==> src/rtl/bsc_tristate_pkg.sv <==
// bsc_tristate_pkg
//   Shared types for the half-duplex pad controller: the direction FSM state
//   type and a helper that sizes the turnaround counter.
package bsc_tristate_pkg;

  typedef enum logic [1:0] {
    HIZ      = 2'd0,
    TO_DRIVE = 2'd1,
    DRIVE    = 2'd2,
    TO_HIZ   = 2'd3
  } tristate_state_t;

  // Counter must hold the value TURN; never narrower than one bit.
  function automatic int unsigned cnt_width(input int unsigned turn);
    return (turn < 1) ? 1 : $clog2(turn + 1);
  endfunction

endpackage

==> src/rtl/bsc_sync_chain.sv <==
// bsc_sync_chain
//   Flop chain used to bring an asynchronous bus into the clk domain.
//   Ports:
//     clk     in   1      sampling clock
//     resetn  in   1      asynchronous active-low reset, clears every stage to 0
//     d       in   WIDTH  asynchronous input
//     q       out  WIDTH  value of d delayed STAGES edges
module bsc_sync_chain #(
  parameter int unsigned WIDTH  = 8,
  parameter int unsigned STAGES = 2
) (
  input  logic             clk,
  input  logic             resetn,
  input  logic [WIDTH-1:0] d,
  output logic [WIDTH-1:0] q
);

  logic [STAGES-1:0][WIDTH-1:0] stage_q;
  logic [STAGES-1:0][WIDTH-1:0] stage_d;

  always_comb begin
    stage_d = {stage_q[STAGES-2:0], d};
  end

  always_ff @(posedge clk or negedge resetn) begin
    if (!resetn) begin
      stage_q <= '0;
    end else begin
      stage_q <= stage_d;
    end
  end

  assign q = stage_q[STAGES-1];

endmodule

==> src/rtl/bsc_tristate_ctrl.sv <==
// bsc_tristate_ctrl
//   Half-duplex pad controller sitting directly upstream of the pad tristate
//   cell. Turns valid/ready write and read requests into pad drive and pad
//   sample cycles, inserts turnaround cycles on every direction change so the
//   core and the external driver never contend, and synchronises the pad value
//   before returning it as a read response.
//   Ports:
//     clk        in   1      single clock, rising edge
//     resetn     in   1      asynchronous active-low reset
//     wr_valid   in   1      write request
//     wr_ready   out  1      write accepted when wr_valid && wr_ready
//     wr_data    in   WIDTH  value to drive on the pad
//     rd_valid   in   1      read request
//     rd_ready   out  1      read accepted when rd_valid && rd_ready
//     rsp_valid  out  1      one-cycle pulse per accepted read
//     rsp_data   out  WIDTH  sampled pad value, meaningful with rsp_valid
//     pad_in     out  WIDTH  value the tristate cell drives onto the pad
//     pad_oe     out  1      tristate output enable
//     pad_out    in   WIDTH  pad value seen by the tristate cell (async)
//     dir_drive  out  1      1 while the controller is in DRIVE
module bsc_tristate_ctrl
  import bsc_tristate_pkg::*;
#(
  parameter int unsigned WIDTH       = 8,
  parameter int unsigned TURN        = 2,
  parameter int unsigned SYNC_STAGES = 2
) (
  input  logic             clk,
  input  logic             resetn,
  input  logic             wr_valid,
  output logic             wr_ready,
  input  logic [WIDTH-1:0] wr_data,
  input  logic             rd_valid,
  output logic             rd_ready,
  output logic             rsp_valid,
  output logic [WIDTH-1:0] rsp_data,
  output logic [WIDTH-1:0] pad_in,
  output logic             pad_oe,
  input  logic [WIDTH-1:0] pad_out,
  output logic             dir_drive
);

  localparam int unsigned     CW      = cnt_width(TURN);
  localparam logic [CW-1:0]   CNT_LD  = CW'(TURN);
  localparam logic [CW-1:0]   CNT_ONE = CW'(1);

  tristate_state_t        state_q, state_d;
  logic [CW-1:0]          cnt_q, cnt_d;
  logic [WIDTH-1:0]       pad_in_q, pad_in_d;
  logic                   pad_oe_q, pad_oe_d;
  logic [SYNC_STAGES-1:0] tag_q, tag_d;
  logic                   rsp_valid_q, rsp_valid_d;
  logic [WIDTH-1:0]       rsp_data_q, rsp_data_d;
  logic [WIDTH-1:0]       sync_data;
  logic                   wr_fire;
  logic                   rd_fire;

  bsc_sync_chain #(
    .WIDTH  (WIDTH),
    .STAGES (SYNC_STAGES)
  ) u_sync (
    .clk    (clk),
    .resetn (resetn),
    .d      (pad_out),
    .q      (sync_data)
  );

  assign wr_ready = (state_q == DRIVE);
  assign rd_ready = (state_q == HIZ);
  assign wr_fire  = wr_valid && wr_ready;
  assign rd_fire  = rd_valid && rd_ready;

  always_comb begin
    state_d = state_q;
    cnt_d   = cnt_q;
    unique case (state_q)
      HIZ: begin
        // A pending read keeps us here; only a lone write flips direction.
        if (wr_valid && !rd_valid) begin
          state_d = TO_DRIVE;
          cnt_d   = CNT_LD;
        end
      end
      TO_DRIVE: begin
        cnt_d = cnt_q - CNT_ONE;
        if (cnt_q <= CNT_ONE) begin
          state_d = DRIVE;
        end
      end
      DRIVE: begin
        if (rd_valid && !wr_valid) begin
          state_d = TO_HIZ;
          cnt_d   = CNT_LD;
        end
      end
      TO_HIZ: begin
        cnt_d = cnt_q - CNT_ONE;
        if (cnt_q <= CNT_ONE) begin
          state_d = HIZ;
        end
      end
    endcase
  end

  always_comb begin
    pad_in_d = wr_fire ? wr_data : pad_in_q;
    // Enable rises one cycle after DRIVE is entered, together with the first
    // accepted write, so a stale pad_in is never put on the pad. It falls on
    // the same edge that leaves DRIVE.
    pad_oe_d = (state_q == DRIVE) && (state_d == DRIVE);
    // The tag walks beside the data chain; its last stage marks the edge at
    // which the synchronised pad value belongs to an accepted read.
    tag_d       = {tag_q[SYNC_STAGES-2:0], rd_fire};
    rsp_valid_d = tag_q[SYNC_STAGES-1];
    rsp_data_d  = tag_q[SYNC_STAGES-1] ? sync_data : rsp_data_q;
  end

  always_ff @(posedge clk or negedge resetn) begin
    if (!resetn) begin
      state_q     <= HIZ;
      cnt_q       <= '0;
      pad_in_q    <= '0;
      pad_oe_q    <= 1'b0;
      tag_q       <= '0;
      rsp_valid_q <= 1'b0;
      rsp_data_q  <= '0;
    end else begin
      state_q     <= state_d;
      cnt_q       <= cnt_d;
      pad_in_q    <= pad_in_d;
      pad_oe_q    <= pad_oe_d;
      tag_q       <= tag_d;
      rsp_valid_q <= rsp_valid_d;
      rsp_data_q  <= rsp_data_d;
    end
  end

  assign pad_in    = pad_in_q;
  assign pad_oe    = pad_oe_q;
  assign rsp_valid = rsp_valid_q;
  assign rsp_data  = rsp_data_q;
  assign dir_drive = (state_q == DRIVE);

endmodule
==> config.mk <==
export PLATFORM = sky130hd
export DESIGN_NAME = bsc_tristate_ctrl
export DESIGN_NICKNAME = d
export VERILOG_FILES = /design/src/rtl/bsc_tristate_pkg.sv /design/src/rtl/bsc_sync_chain.sv /design/src/rtl/bsc_tristate_ctrl.sv
export SDC_FILE = /design/constraint.sdc
export NUM_CORES = 1
export LEC_CHECK = 0
export CAP_MARGIN = 5
export CORE_MARGIN = 2
export CORE_UTILIZATION = 44
export DETAILED_ROUTE_END_ITERATION = 8
export PLACE_DENSITY_LB_ADDON = 0.15
export SETUP_SLACK_MARGIN = 0.05
export SKIP_LAST_GASP = 1
export SLEW_MARGIN = 20
export SYNTH_ARGS = -nofsm -noshare
export SYNTH_HDL_FRONTEND = slang
export SYNTH_SLANG_ARGS = --single-unit
export TNS_END_PERCENT = 1
==> constraint.sdc <==
create_clock -name clk -period 1.5 [get_ports clk]
set_clock_uncertainty 0.1 [all_clocks]
set_input_delay 0.3 -clock clk [delete_from_list [all_inputs] [get_ports clk]]
set_output_delay 0.3 -clock clk [all_outputs]
set_load 0.005 [all_outputs]
# Yosys cells after proc, flatten, opt, wreduce, memory -nomap -nowiden
# Index checks and enable logic that the tools add are counted.
[word_totals] regBits=40 output_inout_bits=21 wordCells=35
[classes] addsub=1 mux=8 n_eq_ne=6 reduce_logical=10 n_lt_le_gt_ge=1
[ops] op="$mux W2" count=6
[ops] op="$pmux W2 S4" count=1
[ops] op="$eq A2 B2 Y1 const B" count=3
[ops] op="$pmux W2 S3" count=1
[ops] op="$logic_and A1 B1 Y1" count=5
[ops] op="$ne A2 B1 Y1 const B" count=2
[ops] op="$eq A2 B1 Y1 const B" count=1
[ops] op="$le A2 B1 Y1 const B" count=1
[ops] op="$logic_not A1 Y1" count=2
[ops] op="$logic_not A2 Y1" count=1
[ops] op="$reduce_and A2 Y1" count=1
[ops] op="$reduce_or A2 Y1" count=1
[ops] op="$sub A2 B1 Y2 const B" count=1

# Longest topological paths before layout
# Gate-level depths: netlist of the first run.
[logic_depth] depth_word=6 mapped_depth=3

# Modules after synthesis
# From an unflattened synthesis of the first run, not the netlist that was laid out.
[unflattened] cells_unflattened=75 area_unflattened_um2=1313.8
[modules_own_cells] mod="bsc_tristate_ctrl" area_per_inst_um2=913.4 cells_each=59 instances=1 seq_area_each_um2=600.6
[modules_own_cells] mod="bsc_sync_chain" area_per_inst_um2=400.4 cells_each=16 instances=1 seq_area_each_um2=400.4

# Least setup slack after synthesis of the first run
# No wires, ideal clock.
[synth_timing] path_kind="flip-flop to flip-flop" startpoint="reg state_q[1]" endpoint="reg pad_in_q[0] (netlist: pad_in[0])" setup_slack_ns=0.289 stages_incl_launch_ff=4 period_less_slack_ns=1.211 arrival_time_ns=0.986 n_path_buf=0 setup_ns=0.125 required_time_ns=1.275 path_cell_list="dfrtp_1 > nor2b_4 > nand2_4 > mux2_2"
[synth_via] elab_chain_len=2
[synth_lines] item="start, declared" line_no="bsc_tristate_ctrl.sv:47" text="tristate_state_t state_q, state_d;"
[synth_lines] item="start signal, assigned" line_no="bsc_tristate_ctrl.sv:128" text="state_q <= state_d;"
[synth_lines] item="$eq A2 B2 Y1"
[synth_lines] item="net dir_drive" line_no="bsc_tristate_ctrl.sv:40" text="output logic dir_drive"
[synth_lines] item="$logic_and A1 B1 Y1" line_no="bsc_tristate_ctrl.sv:70" text="assign wr_fire = wr_valid && wr_ready;"
[synth_lines] item="end signal, assigned" line_no="bsc_tristate_ctrl.sv:130" text="pad_in_q <= pad_in_d;"
[synth_lines] item="end, declared" line_no="bsc_tristate_ctrl.sv:49" text="logic [WIDTH-1:0] pad_in_q, pad_in_d;"
# The timed path passes the listed nets, and every way through them passes these cells.
# A chain may end at the register's enable or synchronous reset.

# Worst setup path in the final report of the first run
[layout_timing] startpoint="reg state_q[0]" endpoint="out rd_ready"
[layout_via] elab_chain_len=1
[layout_lines] item="$logic_not A2 Y1" line_no="bsc_tristate_ctrl.sv:69" text="assign rd_ready = (state_q == HIZ);"
[layout_lines] item="end, declared" line_no="bsc_tristate_ctrl.sv:34" text="output logic rd_ready,"
# No other way between the ends.

==> results of run 1 <==
-- area by class of cell --
| type | count | area share |
|---|---|---|
| sequential | 40 | 0.533 |
| clock inverter | 2 | 0.00533 |
| multi-input combinational | 32 | 0.158 |
| inverter | 1 | 0.00200 |
| timing repair buffer | 50 | 0.254 |
| clock buffer | 6 | 0.0273 |
| tap | 31 | 0.0207 |
-- power by group --
group          switching (mW)  internal, mW  total, mW
registers               0.175          1.41       1.59
clock network           0.325         0.223      0.548
logic                   0.406         0.949       1.36
total                   0.906          2.58       3.49
-- metrics by stage --
| step | utilization | setup WS (ps) |
|---|---|---|
| floorplan | - | 289 |
| global placement | 0.628 | -55.5 |
| detailed placement | 0.628 | -85.5 |
| CTS | 0.669 | -122 |
| global route | 0.669 | -166 |
| finish | 0.669 | -103 |
-- cells in the final DEF (no fill, tap or decap), drive strengths merged --
master	n
a21o	1
inv	1
o21ai	1
nor2b	3
mux2	16
and2	1
nand2	2
buf	11
clkbuf	6
o21a	1
dfrtp	40
nand2b	2
a22o	1
dlygate4sd3	1
clkinv	2
clkdlybuf4s15	2
dlymetal6s2s	1
nor2	2
xnor2	2
dlygate4sd2	1
clkdlybuf4s50	34
-- timing repair --
item / in CTS / in global routing
hold buffers: 1 / 0
endpoints found under the hold margin: 40 / 0
setup endpoints to repair: 21 / 29
pin swaps: 0 / 0
setup buffers: 5 / 0
gates cloned: 0 / 0
gates resized for setup: 12 / 1
-- layer usage --
metal / wire length, um / track usage / share of wire
met1: 868 / 0.171 / 0.41
met2: 1040 / 0.225 / 0.50
met3: 137 / 0.0659 / 0.065
met4: 48 / 0.0779 / 0.023
met5: 0 / 0 / 0
-- kinds of logic (layout without fill, tap and decap cells) --
group	Yosys count	in the layout	synth area share
and+or+nand+nor	10	10	0.0515
AOI/OAI and AO/OA	4	4	0.0219
buffers and inverters	3	59	0.0124
xor gates and xnor gates	2	2	0.0134
muxes	16	16	0.137
DFF	40	40	0.763
-- state kept, by name, summed over array words and instances, names as in the netlist --
register / count
rsp_valid: 1
cnt_q: 2
tag_q: 2
state_q: 2
pad_in: 8
u_sync.stage_d: 8
rsp_data: 8
u_sync.q: 8
pad_oe: 1
-- path summary, 6_finish.rpt --
kind	start	to	slack, ps	cells after the start
worst min-delay path	u_sync.stage_d[8]	u_sync.q[0]	260	0
worst min register to register	u_sync.stage_d[8]	u_sync.q[0]	260	0
max in group asynchronous	resetn	rsp_data[1]	540	3
worst max register to register	state_q[1]	pad_in[2]	10	5
worst max-delay path	state_q[0]	rd_ready	-100	3
min in group asynchronous	resetn	u_sync.stage_d[8]	430	3
==> results.cfg, run 1 <==
[outcome]
status = finished, violations left
violations = DRC, setup timing

[flow_run]
drv_cap = 0

[setup_path]
end_kind = output pin
slowest_stage = dfrtp_1
cp-start-kind = register
worstPathMaxFanout = 2
arrival_ps = 1200
crit_family = flip-flops
critPathKind = reg -> out
cp.buffers_inverters = 2
cp.required_ps = 1100
slowest_delay_ps = 410
path_cells = buf_4 -> nor2_2 -> clkdlybuf4s15_1

[routing]
drtPass1Iterations = 6
wire_per_inst_um = 13.0
initialDrtViolationCount = 10
vias = 757
ant_nets = 0
viasPerCell = 4.67
drc = 2
wl_um = 2100

[power]
ir_drop_uv = 942
p_per_area_mw_per_mm2 = 1860
p_leak_nw = 0.855
p_total_mw = 3.49

[layout]
drive_gt1_frac = 0.290
nNetsFinal = 150
design_area_mm2 = 0.00188
fillers = 212
regArea_mm2 = 0.00100
multi_input_area_um2 = 297
syn_to_final_growth_pct = 43.2
n_antenna_cell = 0
instances_no_fill = 162

[min_path]
worstHoldPathType = reg -> reg

[sta]
tns_ps = -1610
whs_ps = 259
timing.final.crit_period_ps = 1600
rsz0062_at_grt = true
setup_viol = 19
period_share = 1.07
report.final.slew_viol_count = 0
hold_viol = 0
fmax_mhz = 624
tightest_slew_ps = 473
relSlewSlack = 0.685
worst_slack_ps = -103

[placement]
gp_congestion = 0.663
post_dp_cell_area_mm2 = 0.00176
port-buffer-count = 40
place_inst = 148
hpwlAfterDp_um = 1450

[synthesis]
synth.top_cell.area_share = 0.763
postSynthCellCount = 75
syn_area_mm2 = 0.00131
netlist-cell-type-count = 17
syn-num-nets = 95
yosys_warnings = 0
async_reset_ff_frac = 1.00
synth_flop_cell = dfrtp_1
synthTopCellsByCount = dfrtp_1 (40), mux2_2 (16)
yosysMostFrequentCell = dfrtp_1
yosysTopAreaCell = dfrtp_1
synth_area_leaders = dfrtp_1 (76%), mux2_2 (14%), xnor2_1 (1.3%)
yosysSeqAreaShare = 0.763
syn_avg_cell_area_um2 = 17.5
synth-seq-cells = 40
synth-edff-count = 0

[cts]
clk_pin_slew_ps = 110
clk_latency_ps = 330
cts_tree = yes
numCtsBuffers = 5
cts-root-buf = clkbuf_4
cts.sinks = 40
cts_max_path_buffers = 2
htree_levels = 2

[floorplan]
dieArea_mm2 = 0.00343
io_pins = 41
die-width_um = 58.6
initial_core_util = 0.467
row_count = 19
die_y_um = 58.6
fp.coreArea_mm2 = 0.00281

[global_route]
grt_max_degree = 41
grt_pass1_vias = 767
grt_overflow = 0
antenna_found_initial = 0
grt_pass1_wl_um = 3520
grt_use_total = 0.146
Note: power is estimated with default switching activity, not from simulation.
==> run 2, diff against run 1 <==
--- a/config.mk
+++ b/config.mk
@@ -7,9 +7,11 @@
 export LEC_CHECK = 0
 export CAP_MARGIN = 5
 export CORE_MARGIN = 2
-export CORE_UTILIZATION = 44
+export CORE_UTILIZATION = 35
 export DETAILED_ROUTE_END_ITERATION = 8
+export HOLD_SLACK_MARGIN = 0.05
 export PLACE_DENSITY_LB_ADDON = 0.15
+export REMOVE_ABC_BUFFERS = 1
 export SETUP_SLACK_MARGIN = 0.05
 export SKIP_LAST_GASP = 1
 export SLEW_MARGIN = 20
==> results.cfg, run 2 (synthesis gave the netlist of run 1 again) <==
[sta]
setup_viol = 16
relSlewSlack = 0.684
rsz0062_at_grt = true
period_share = 1.04
hold_viol = 0
fmax_mhz = 643
timing.final.crit_period_ps = 1560
whs_ps = 247
tightest_slew_ps = 473
worst_slack_ps = -56.0
report.final.slew_viol_count = 0

[cts]
cts_max_path_buffers = 2
clk_latency_ps = 280
cts.sinks = 40
cts-root-buf = clkbuf_8
htree_levels = 2
cts_tree = yes
numCtsBuffers = 5
clk_pin_slew_ps = 70

[setup_path]
cp.required_ps = 1100
arrival_ps = 1160
r2r_cells = 5
end_kind = output pin
cp-start-kind = register
critPathKind = reg -> out
worstPathMaxFanout = 2

[global_route]
antenna_found_initial = 0
grt_overflow = 0
grt_max_degree = 41
grt_pass1_wl_um = 3670
grt_use_total = 0.119
grt_pass1_vias = 842

[flow_run]
drv_cap = 0

[routing]
wl_um = 2240
ant_nets = 0
drc = 0
initialDrtViolationCount = 25
vias = 774
viasPerCell = 4.32
wire_per_inst_um = 12.5
drtPass1Iterations = 4

[min_path]
worstHoldPathType = reg -> reg
holdPathStages = 0

[layout]
drive_gt1_frac = 0.305
regArea_mm2 = 0.00100
mostFrequentLayoutCell = dfrtp_1
fillers = 333
multi_input_area_um2 = 302
nNetsFinal = 150
syn_to_final_growth_pct = 50.2
instances_no_fill = 179
final_cell_mix = dfrtp_1 (40), clkdlybuf4s50_1 (34), mux2_2 (16)
n_antenna_cell = 0

[floorplan]
io_pins = 41
dieArea_mm2 = 0.00425
initial_core_util = 0.361
row_count = 22
die_y_um = 65.2
die-width_um = 65.2
fp.coreArea_mm2 = 0.00363

[power]
ir_drop_uv = 903
p_leak_nw = 0.883
p_per_area_mw_per_mm2 = 1990
p_total_mw = 3.92

[placement]
hpwlAfterDp_um = 1490
place_inst = 164
gp_congestion = 0.647
port-buffer-count = 40

[outcome]
status = finished, violations left
violations = setup timing
run 2: layout make-up:
type,count,share of cell area
Timing Repair Buffer,50,0.242
Inverter,1,0.00191
Sequential cell,40,0.508
Multi-Input combinational cell,32,0.153
Clock buffer,7,0.0489
Clock inverter,1,0.0152
Tap cell,48,0.0305
run 2: power by group:
group          switching, mW  leakage, nW  internal (mW)
sequential             0.188        0.476           1.41
combinational          0.433        0.343          0.960
clock                  0.342       0.0645          0.587
run 2: repair_timing:
action | CTS | global route
buffers inserted | 6 | 0
pin swaps | 1 | 0
setup endpoints to repair | 21 | 28
resized for setup | 12 | 5
hold endpoints to repair | 40 | 0
hold buffers | 1 | 0
run 2: final timing paths:
path	slack (ps)	from	end
setup reg to reg	10	state_q[1]	pad_in[7]
hold reg to reg	250	u_sync.stage_d[12]	u_sync.q[4]
min in group asynchronous	490	resetn	u_sync.q[1]
max in group asynchronous	480	resetn	u_sync.stage_d[8]
hold / removal	250	u_sync.stage_d[12]	u_sync.q[4]
setup / recovery	-60	state_q[0]	dir_drive
run 2: worst max-delay path, cell delays in order (launching register included):
cell	delay (ps)
dfrtp_1	430
nor2b_4	150
buf_6	110
clkdlybuf4s15_2	190
run 2: metrics by stage:
step	utilization	cell area (um2)	setup WS (ps)	TNS, ps
2_1_floorplan	-	1300	285	0
3_3_place_gp	0.489	1780	-54.9	-107
3_5_place_dp	0.489	1780	-94.0	-353
4_1_cts	0.542	1970	-59.4	-801
5_1_grt	0.542	1970	-97.2	-1350
6_report	0.542	1970	-56.0	-410
run 2: per-layer routing:
layer / part of all wire / up-vias / track usage
li1: - / 358 / -
met1: 0.39 / 388 / 0.123
met2: 0.54 / 23 / 0.213
met3: 0.052 / 5 / 0.0411
met4: 0.019 / 0 / 0.0625
met5: 0 / - / 0
